## config.mk

```make
export PLATFORM = sky130hd
export DESIGN_NAME = dyser_recv_port_flat
export DESIGN_NICKNAME = d
export VERILOG_FILES = /design/src/rtl/dyser_recv_port_if.sv /design/src/rtl/dyser_recv_port.sv /design/src/flat_wrapper.sv
export SDC_FILE = /design/constraint.sdc
export NUM_CORES = 2
export LEC_CHECK = 0
export BUFFER_PORTS_ARGS = -buffer_cell sky130_fd_sc_hd__clkbuf_2
export CAP_MARGIN = 10
export CORE_MARGIN = 4
export CORE_UTILIZATION = 25
export DETAILED_ROUTE_END_ITERATION = 10
export HOLD_SLACK_MARGIN = 0.03
export PLACE_DENSITY = 0.42
export SETUP_SLACK_MARGIN = 0.1
export SYNTH_ARGS = -nofsm -noshare
export SYNTH_HDL_FRONTEND = slang
export SYNTH_SLANG_ARGS = --single-unit
```

## constraint.sdc

```tcl
create_clock -name clk -period 6.4 [get_ports clk]
set_input_delay 0.96 -clock clk [delete_from_list [all_inputs] [get_ports clk]]
set_output_delay 0.96 -clock clk [all_outputs]
set_load 0.005 [all_outputs]
```

## src/rtl/dyser_recv_port_if.sv

```systemverilog
// Bundle of the fabric-facing fill handshake and the core-facing dual recv lanes.
// The master is whoever drives fabric data and core requests; the slave is the recv port.
interface dyser_recv_port_if #(
  parameter int DW     = 64,
  parameter int NPORTS = 8
) ();
  localparam int PW = (NPORTS > 1) ? $clog2(NPORTS) : 1;

  // Fill side: a word on port p transfers at posedge when fab_valid[p] && fab_ready[p].
  // fab_ready depends on registered occupancy only; fab_valid must not wait on fab_ready.
  logic [NPORTS-1:0]    fab_valid;
  logic [NPORTS*DW-1:0] fab_data;
  logic [NPORTS-1:0]    fab_ready;

  logic [PW-1:0] recv_port_r0;
  logic [PW-1:0] recv_port_r1;
  logic          recv_en0;
  logic          recv_en1;
  logic [DW-1:0] recv_data_r0;
  logic [DW-1:0] recv_data_r1;
  logic          recv_stall;

  modport master (
    output fab_valid, fab_data,
    input  fab_ready,
    output recv_port_r0, recv_port_r1, recv_en0, recv_en1,
    input  recv_data_r0, recv_data_r1, recv_stall
  );

  modport slave (
    input  fab_valid, fab_data,
    output fab_ready,
    input  recv_port_r0, recv_port_r1, recv_en0, recv_en1,
    output recv_data_r0, recv_data_r1, recv_stall
  );
endinterface

```

## src/rtl/dyser_recv_port.sv

```systemverilog
// Per-output-port FIFOs filled by the fabric and drained by the core's two recv lanes.
// Reads are zero-latency from the FIFO heads; pops are all-or-nothing across both lanes.
module dyser_recv_port #(
  parameter int DW     = 64,
  parameter int NPORTS = 8,
  parameter int DEPTH  = 2
) (
  input  logic           clk,
  input  logic           rst,
  input  logic           flush,
  dyser_recv_port_if.slave bus
);
  localparam int AW = (DEPTH > 1) ? $clog2(DEPTH) : 1;
  localparam int CW = $clog2(DEPTH + 1);
  localparam int PW = (NPORTS > 1) ? $clog2(NPORTS) : 1;

  logic [DW-1:0] mem_q    [NPORTS][DEPTH];
  logic [AW-1:0] rd_ptr_q [NPORTS];
  logic [AW-1:0] rd_ptr_d [NPORTS];
  logic [AW-1:0] wr_ptr_q [NPORTS];
  logic [AW-1:0] wr_ptr_d [NPORTS];
  logic [CW-1:0] cnt_q    [NPORTS];
  logic [CW-1:0] cnt_d    [NPORTS];

  logic [NPORTS-1:0] not_full;
  logic [NPORTS-1:0] push;
  logic [1:0]        npop [NPORTS];

  logic [PW-1:0] port0, port1;
  logic          en0, en1;
  logic [CW-1:0] cnt0, cnt1;
  logic [AW-1:0] head0_ptr, head1_ptr, next1_ptr;
  logic          same_port;
  logic          stall_raw;
  logic [DW-1:0] data0_raw, data1_raw;

  assign port0 = bus.recv_port_r0;
  assign port1 = bus.recv_port_r1;
  assign en0   = bus.recv_en0;
  assign en1   = bus.recv_en1;

  assign cnt0      = cnt_q[port0];
  assign cnt1      = cnt_q[port1];
  assign head0_ptr = rd_ptr_q[port0];
  assign head1_ptr = rd_ptr_q[port1];
  assign next1_ptr = rd_ptr_q[port1] + AW'(1);
  assign same_port = en0 && en1 && (port0 == port1);

  assign stall_raw = (en0 && (cnt0 == '0)) ||
                     (en1 && (cnt1 == '0)) ||
                     (same_port && (cnt0 < CW'(2)));

  always_comb begin
    data0_raw = '0;
    data1_raw = '0;
    if (en0 && (cnt0 != '0)) begin
      data0_raw = mem_q[port0][head0_ptr];
    end
    // A same-port dual request hands lane 1 the entry behind the head.
    if (same_port) begin
      if (cnt1 >= CW'(2)) begin
        data1_raw = mem_q[port1][next1_ptr];
      end
    end else if (en1 && (cnt1 != '0)) begin
      data1_raw = mem_q[port1][head1_ptr];
    end
  end

  // Core-facing outputs are forced quiet while reset is held.
  assign bus.recv_stall   = rst && stall_raw;
  assign bus.recv_data_r0 = rst ? data0_raw : '0;
  assign bus.recv_data_r1 = rst ? data1_raw : '0;

  always_comb begin
    for (int p = 0; p < NPORTS; p++) begin
      not_full[p] = (cnt_q[p] != CW'(DEPTH));
    end
  end

  assign bus.fab_ready = rst ? not_full : '1;
  assign push          = bus.fab_valid & not_full;

  always_comb begin
    for (int p = 0; p < NPORTS; p++) begin
      npop[p] = 2'd0;
      if (!stall_raw) begin
        if (en0 && (port0 == PW'(p))) npop[p] = npop[p] + 2'd1;
        if (en1 && (port1 == PW'(p))) npop[p] = npop[p] + 2'd1;
      end
    end
  end

  always_comb begin
    for (int p = 0; p < NPORTS; p++) begin
      cnt_d[p]    = cnt_q[p] + CW'(push[p]) - CW'(npop[p]);
      rd_ptr_d[p] = rd_ptr_q[p] + AW'(npop[p]);
      wr_ptr_d[p] = wr_ptr_q[p] + AW'(push[p]);
      if (flush) begin
        cnt_d[p]    = '0;
        rd_ptr_d[p] = '0;
        wr_ptr_d[p] = '0;
      end
    end
  end

  always_ff @(posedge clk or negedge rst) begin
    if (!rst) begin
      for (int p = 0; p < NPORTS; p++) begin
        cnt_q[p]    <= '0;
        rd_ptr_q[p] <= '0;
        wr_ptr_q[p] <= '0;
      end
    end else begin
      for (int p = 0; p < NPORTS; p++) begin
        cnt_q[p]    <= cnt_d[p];
        rd_ptr_q[p] <= rd_ptr_d[p];
        wr_ptr_q[p] <= wr_ptr_d[p];
      end
    end
  end

  // Storage needs no reset: an empty FIFO never exposes its contents.
  always_ff @(posedge clk) begin
    for (int p = 0; p < NPORTS; p++) begin
      if (push[p] && !flush && rst) begin
        mem_q[p][wr_ptr_q[p]] <= bus.fab_data[p*DW +: DW];
      end
    end
  end

  always_ff @(posedge clk) begin
    if (rst) begin
      for (int p = 0; p < NPORTS; p++) begin
        assert (cnt_q[p] <= CW'(DEPTH));
        assert ({1'b0, npop[p]} <= 3'(cnt_q[p]));
      end
    end
  end

endmodule

```

## src/flat_wrapper.sv

```systemverilog
// flat-port wrapper written by rule: the top's interface ports become plain ports
module dyser_recv_port_flat 
#(
  parameter int DW     = 64,
  parameter int NPORTS = 8,
  parameter int DEPTH  = 2
)
  (clk, rst, flush, bus_fab_valid, bus_fab_data, bus_fab_ready, bus_recv_port_r0, bus_recv_port_r1, bus_recv_en0, bus_recv_en1, bus_recv_data_r0, bus_recv_data_r1, bus_recv_stall);
  dyser_recv_port_if #(.DW(DW), .NPORTS(NPORTS)) bus_i ();
  input  logic clk;
  input  logic rst;
  input  logic flush;
  input wire logic [$bits(bus_i.fab_valid)-1:0] bus_fab_valid;
  input wire logic [$bits(bus_i.fab_data)-1:0] bus_fab_data;
  output wire logic [$bits(bus_i.fab_ready)-1:0] bus_fab_ready;
  input wire logic [$bits(bus_i.recv_port_r0)-1:0] bus_recv_port_r0;
  input wire logic [$bits(bus_i.recv_port_r1)-1:0] bus_recv_port_r1;
  input wire logic [$bits(bus_i.recv_en0)-1:0] bus_recv_en0;
  input wire logic [$bits(bus_i.recv_en1)-1:0] bus_recv_en1;
  output wire logic [$bits(bus_i.recv_data_r0)-1:0] bus_recv_data_r0;
  output wire logic [$bits(bus_i.recv_data_r1)-1:0] bus_recv_data_r1;
  output wire logic [$bits(bus_i.recv_stall)-1:0] bus_recv_stall;
  assign bus_i.fab_valid = bus_fab_valid;
  assign bus_i.fab_data = bus_fab_data;
  assign bus_fab_ready = bus_i.fab_ready;
  assign bus_i.recv_port_r0 = bus_recv_port_r0;
  assign bus_i.recv_port_r1 = bus_recv_port_r1;
  assign bus_i.recv_en0 = bus_recv_en0;
  assign bus_i.recv_en1 = bus_recv_en1;
  assign bus_recv_data_r0 = bus_i.recv_data_r0;
  assign bus_recv_data_r1 = bus_i.recv_data_r1;
  assign bus_recv_stall = bus_i.recv_stall;
  dyser_recv_port #(.DW(DW), .NPORTS(NPORTS), .DEPTH(DEPTH)) u_core (.clk(clk), .rst(rst), .flush(flush), .bus(bus_i));
endmodule
```

==> flow_metrics.py <==
metrics = {
    "layout": {
        "drive_gt1_share_pct": 51.1,
        "num-nets-final": 3696,
        "area_growth_pct": 21.1,
        "final_common_cell": "edfxtp_1",
        "final_cell_mix": "edfxtp_1, mux4_2, clkbuf_2, clkbuf_16, inv_1",
    },
    "setup_path": {
        "worstPathRequired_ps": 5440,
        "arrival_ps": 3880,
        "rr_startpoint": "u_core.cnt_q[1]",
        "start_kind": "input port",
        "end_kind": "output pin",
        "startpoint": "bus_recv_port_r0[0]",
        "crit_type": "in -> out",
        "worstPathMaxFanout": 54,
    },
    "grt": {
        "grtUsageMet1_pct": 22.3,
        "first_global_vias": 32100,
        "met2_usage_pct": 31.9,
        "grtUsageMet3_pct": 4.73,
        "grt_use_total_pct": 18.3,
        "antenna_found_initial": 93,
        "grt_overflow_total": 0,
        "grt_pass1_wl_mm": 271,
        "grt_max_degree": 110,
        "top_usage_layer": "met2",
    },
    "yosys": {
        "synthDistinctLibCells": 50,
        "ys.flop_type": "edfxtp_1",
        "syn_nets": 3021,
        "ys_ff_latch": 1056,
        "yosysSeqAreaShare_pct": 60.9,
        "synth_edf_count": 1024,
        "synth_cells": 2466,
        "async_flop_share_pct": 3.03,
        "syn_area_sq_um": 51800,
        "ys.warnings.count": 0,
        "syn_avg_cell_area_sq_um": 21.0,
    },
    "hold_path": {
        "hp-class": "in -> async",
    },
    "timing": {
        "relSlewSlack_pct": 21.2,
        "rsz0062_at_grt": "no",
        "clock.fmax_ghz": 0.207,
        "finalWorstSetupSlack_ps": 1560,
        "drv_slew": 0,
        "hold_viol": 0,
        "worst_pin_slew_ps": 1180,
        "setup_violations": 0,
        "clock_skew_ps": 26.1,
        "finalSetupTns_ps": 0,
        "fin_crit_sh_pct": 75.6,
        "min_period_ps": 4840,
    },
    "floorplanning": {
        "die_h_microns": 463,
        "fp.coreArea_sq_um": 205000,
        "dieArea_sq_um": 214000,
        "row_count": 166,
        "die_x_microns": 463,
        "ios": 668,
        "start_util_pct": 25.2,
    },
    "power_and_ir_drop": {
        "leakage_nw": 21.4,
        "power_mw": 17.9,
        "max-vdd-ir-drop_mv": 0.287,
        "power_density_nw_per_um2": 285,
    },
    "route": {
        "antenna_left": 0,
        "drt_iter0_markers": 2261,
        "num_vias": 29900,
        "drt-total-wl_mm": 199,
        "wl_per_cell_microns": 33.3,
        "firstDrtPassIters": 5,
        "drc": 0,
        "via_per_inst": 5.01,
    },
    "clock_network": {
        "htree_levels": 4,
        "numClockSinks": 1056,
        "cts_inserted_buffers": 130,
        "clockBufferDepth": 3,
        "postCtsSetupBuffers": 0,
        "cts_tree": "yes",
        "worstSkewPairLatency_ps": 790,
        "cts-root-buf": "clkbuf_16",
        "clkTransAtPathRegs_ps": 60,
        "cts_resized": 0,
        "postCtsHoldBufs": 0,
    },
    "placed_design": {
        "dp_hpwl_mm": 130,
        "preCtsSetupSlack_ps": 1490,
        "place_congestion": 0.739,
        "port_buffers": 667,
    },
    "outcome": {
        "outcome": "finished clean",
    },
    "flow_run": {
        "drv_cap": 0,
    },
}
==> metrics by stage <==
| step | cell area (sq um) | cells | hold slack, ps | utilization (%) |
|---|---|---|---|---|
| 3_3_place_gp | 58500 | 5697 | 571 | 28.5 |
| 3_5_place_dp | 58500 | 5697 | 587 | 28.5 |
| 6_report | 62700 | 5972 | 344 | 30.5 |
| 4_1_cts | 62600 | 5930 | 262 | 30.5 |
| 2_1_floorplan | 51800 | 2466 | 524 | - |
| 5_1_grt | 62600 | 5942 | 282 | 30.5 |
==> critical path: stages <==
cell,delay (ps)
buf_8,510
xor2_1,130
or4_1,540
or3_4,660
o22ai_1,640
clkbuf_2,210
==> flip-flops by register name (all words and copies together) (netlist names) <==
| register | count |
|---|---|
| u_core.rd_ptr_q | 8 |
| u_core.cnt_q | 16 |
| u_core.wr_ptr_q | 8 |
| u_core.mem_q | 1024 |
==> worst paths after layout <==
kind,endpoint,slack [ps],depth (start not counted)
max,bus_recv_data_r1[57],1560,6
min,u_core.wr_ptr_q[6],340,2
max reg2reg,u_core.cnt_q[3],3080,11
min reg2reg,u_core.wr_ptr_q[1],610,2
max in group asynchronous,u_core.rd_ptr_q[2],5620,2
min in group clk,u_core.mem_q[1][46],360,1
==> cell type report <==
type	instances	area, sq um
antenna	42	105
sequential	1056	31600
fill	20000	143000
inverter	144	541
clock buffer	157	3450
timing repair buffer	739	4290
tap	2688	3360
multi-input combinational	1070	18800
clock inverter	76	653
==> cell usage after synthesis, drive strengths merged, types with 11 or more instances <==
library cell,n,area (sq um)
mux2i,12,145
clkinv,36,135
xnor2,16,140
clkbuf,71,267
buf,125,802
mux4,710,16000
o22ai,63,407
nor2b,89,557
nor2,41,154
inv,108,405
xor2,11,96.3
dfrtp,32,801
edfxtp,1024,30700
mux2,17,195
ha,24,300
==> metal layers <==
| metal | wire length (microns) | part of all wire (%) |
|---|---|---|
| met5 | 341 | 0.17 |
| met4 | 5970 | 3.0 |
| met3 | 12900 | 6.5 |
| met2 | 101000 | 51 |
| met1 | 78600 | 40 |
==> power by group <==
| part | internal [mW] | switching, mW | total (mW) |
|---|---|---|---|
| Sequential | 7.95 | 0.170 | 8.12 |
| Combinational | 1.16 | 1.38 | 2.54 |
| Clock | 4.17 | 3.02 | 7.20 |
| Total | 13.3 | 4.58 | 17.9 |
==> cell families after synthesis <==
| kind of cell | after synthesis | share of synthesized area (%) |
|---|---|---|
| DFF | 1056 | 60.9 |
| muxes | 739 | 31.5 |
| buffers and inverters | 340 | 3.11 |
| and+or+nand+nor | 181 | 1.95 |
| AOI/OAI and AO/OA | 99 | 1.44 |
| xor gates and xnor gates | 27 | 0.457 |
| adders and majority gates | 24 | 0.580 |
Power figures use the tool's default switching activity.
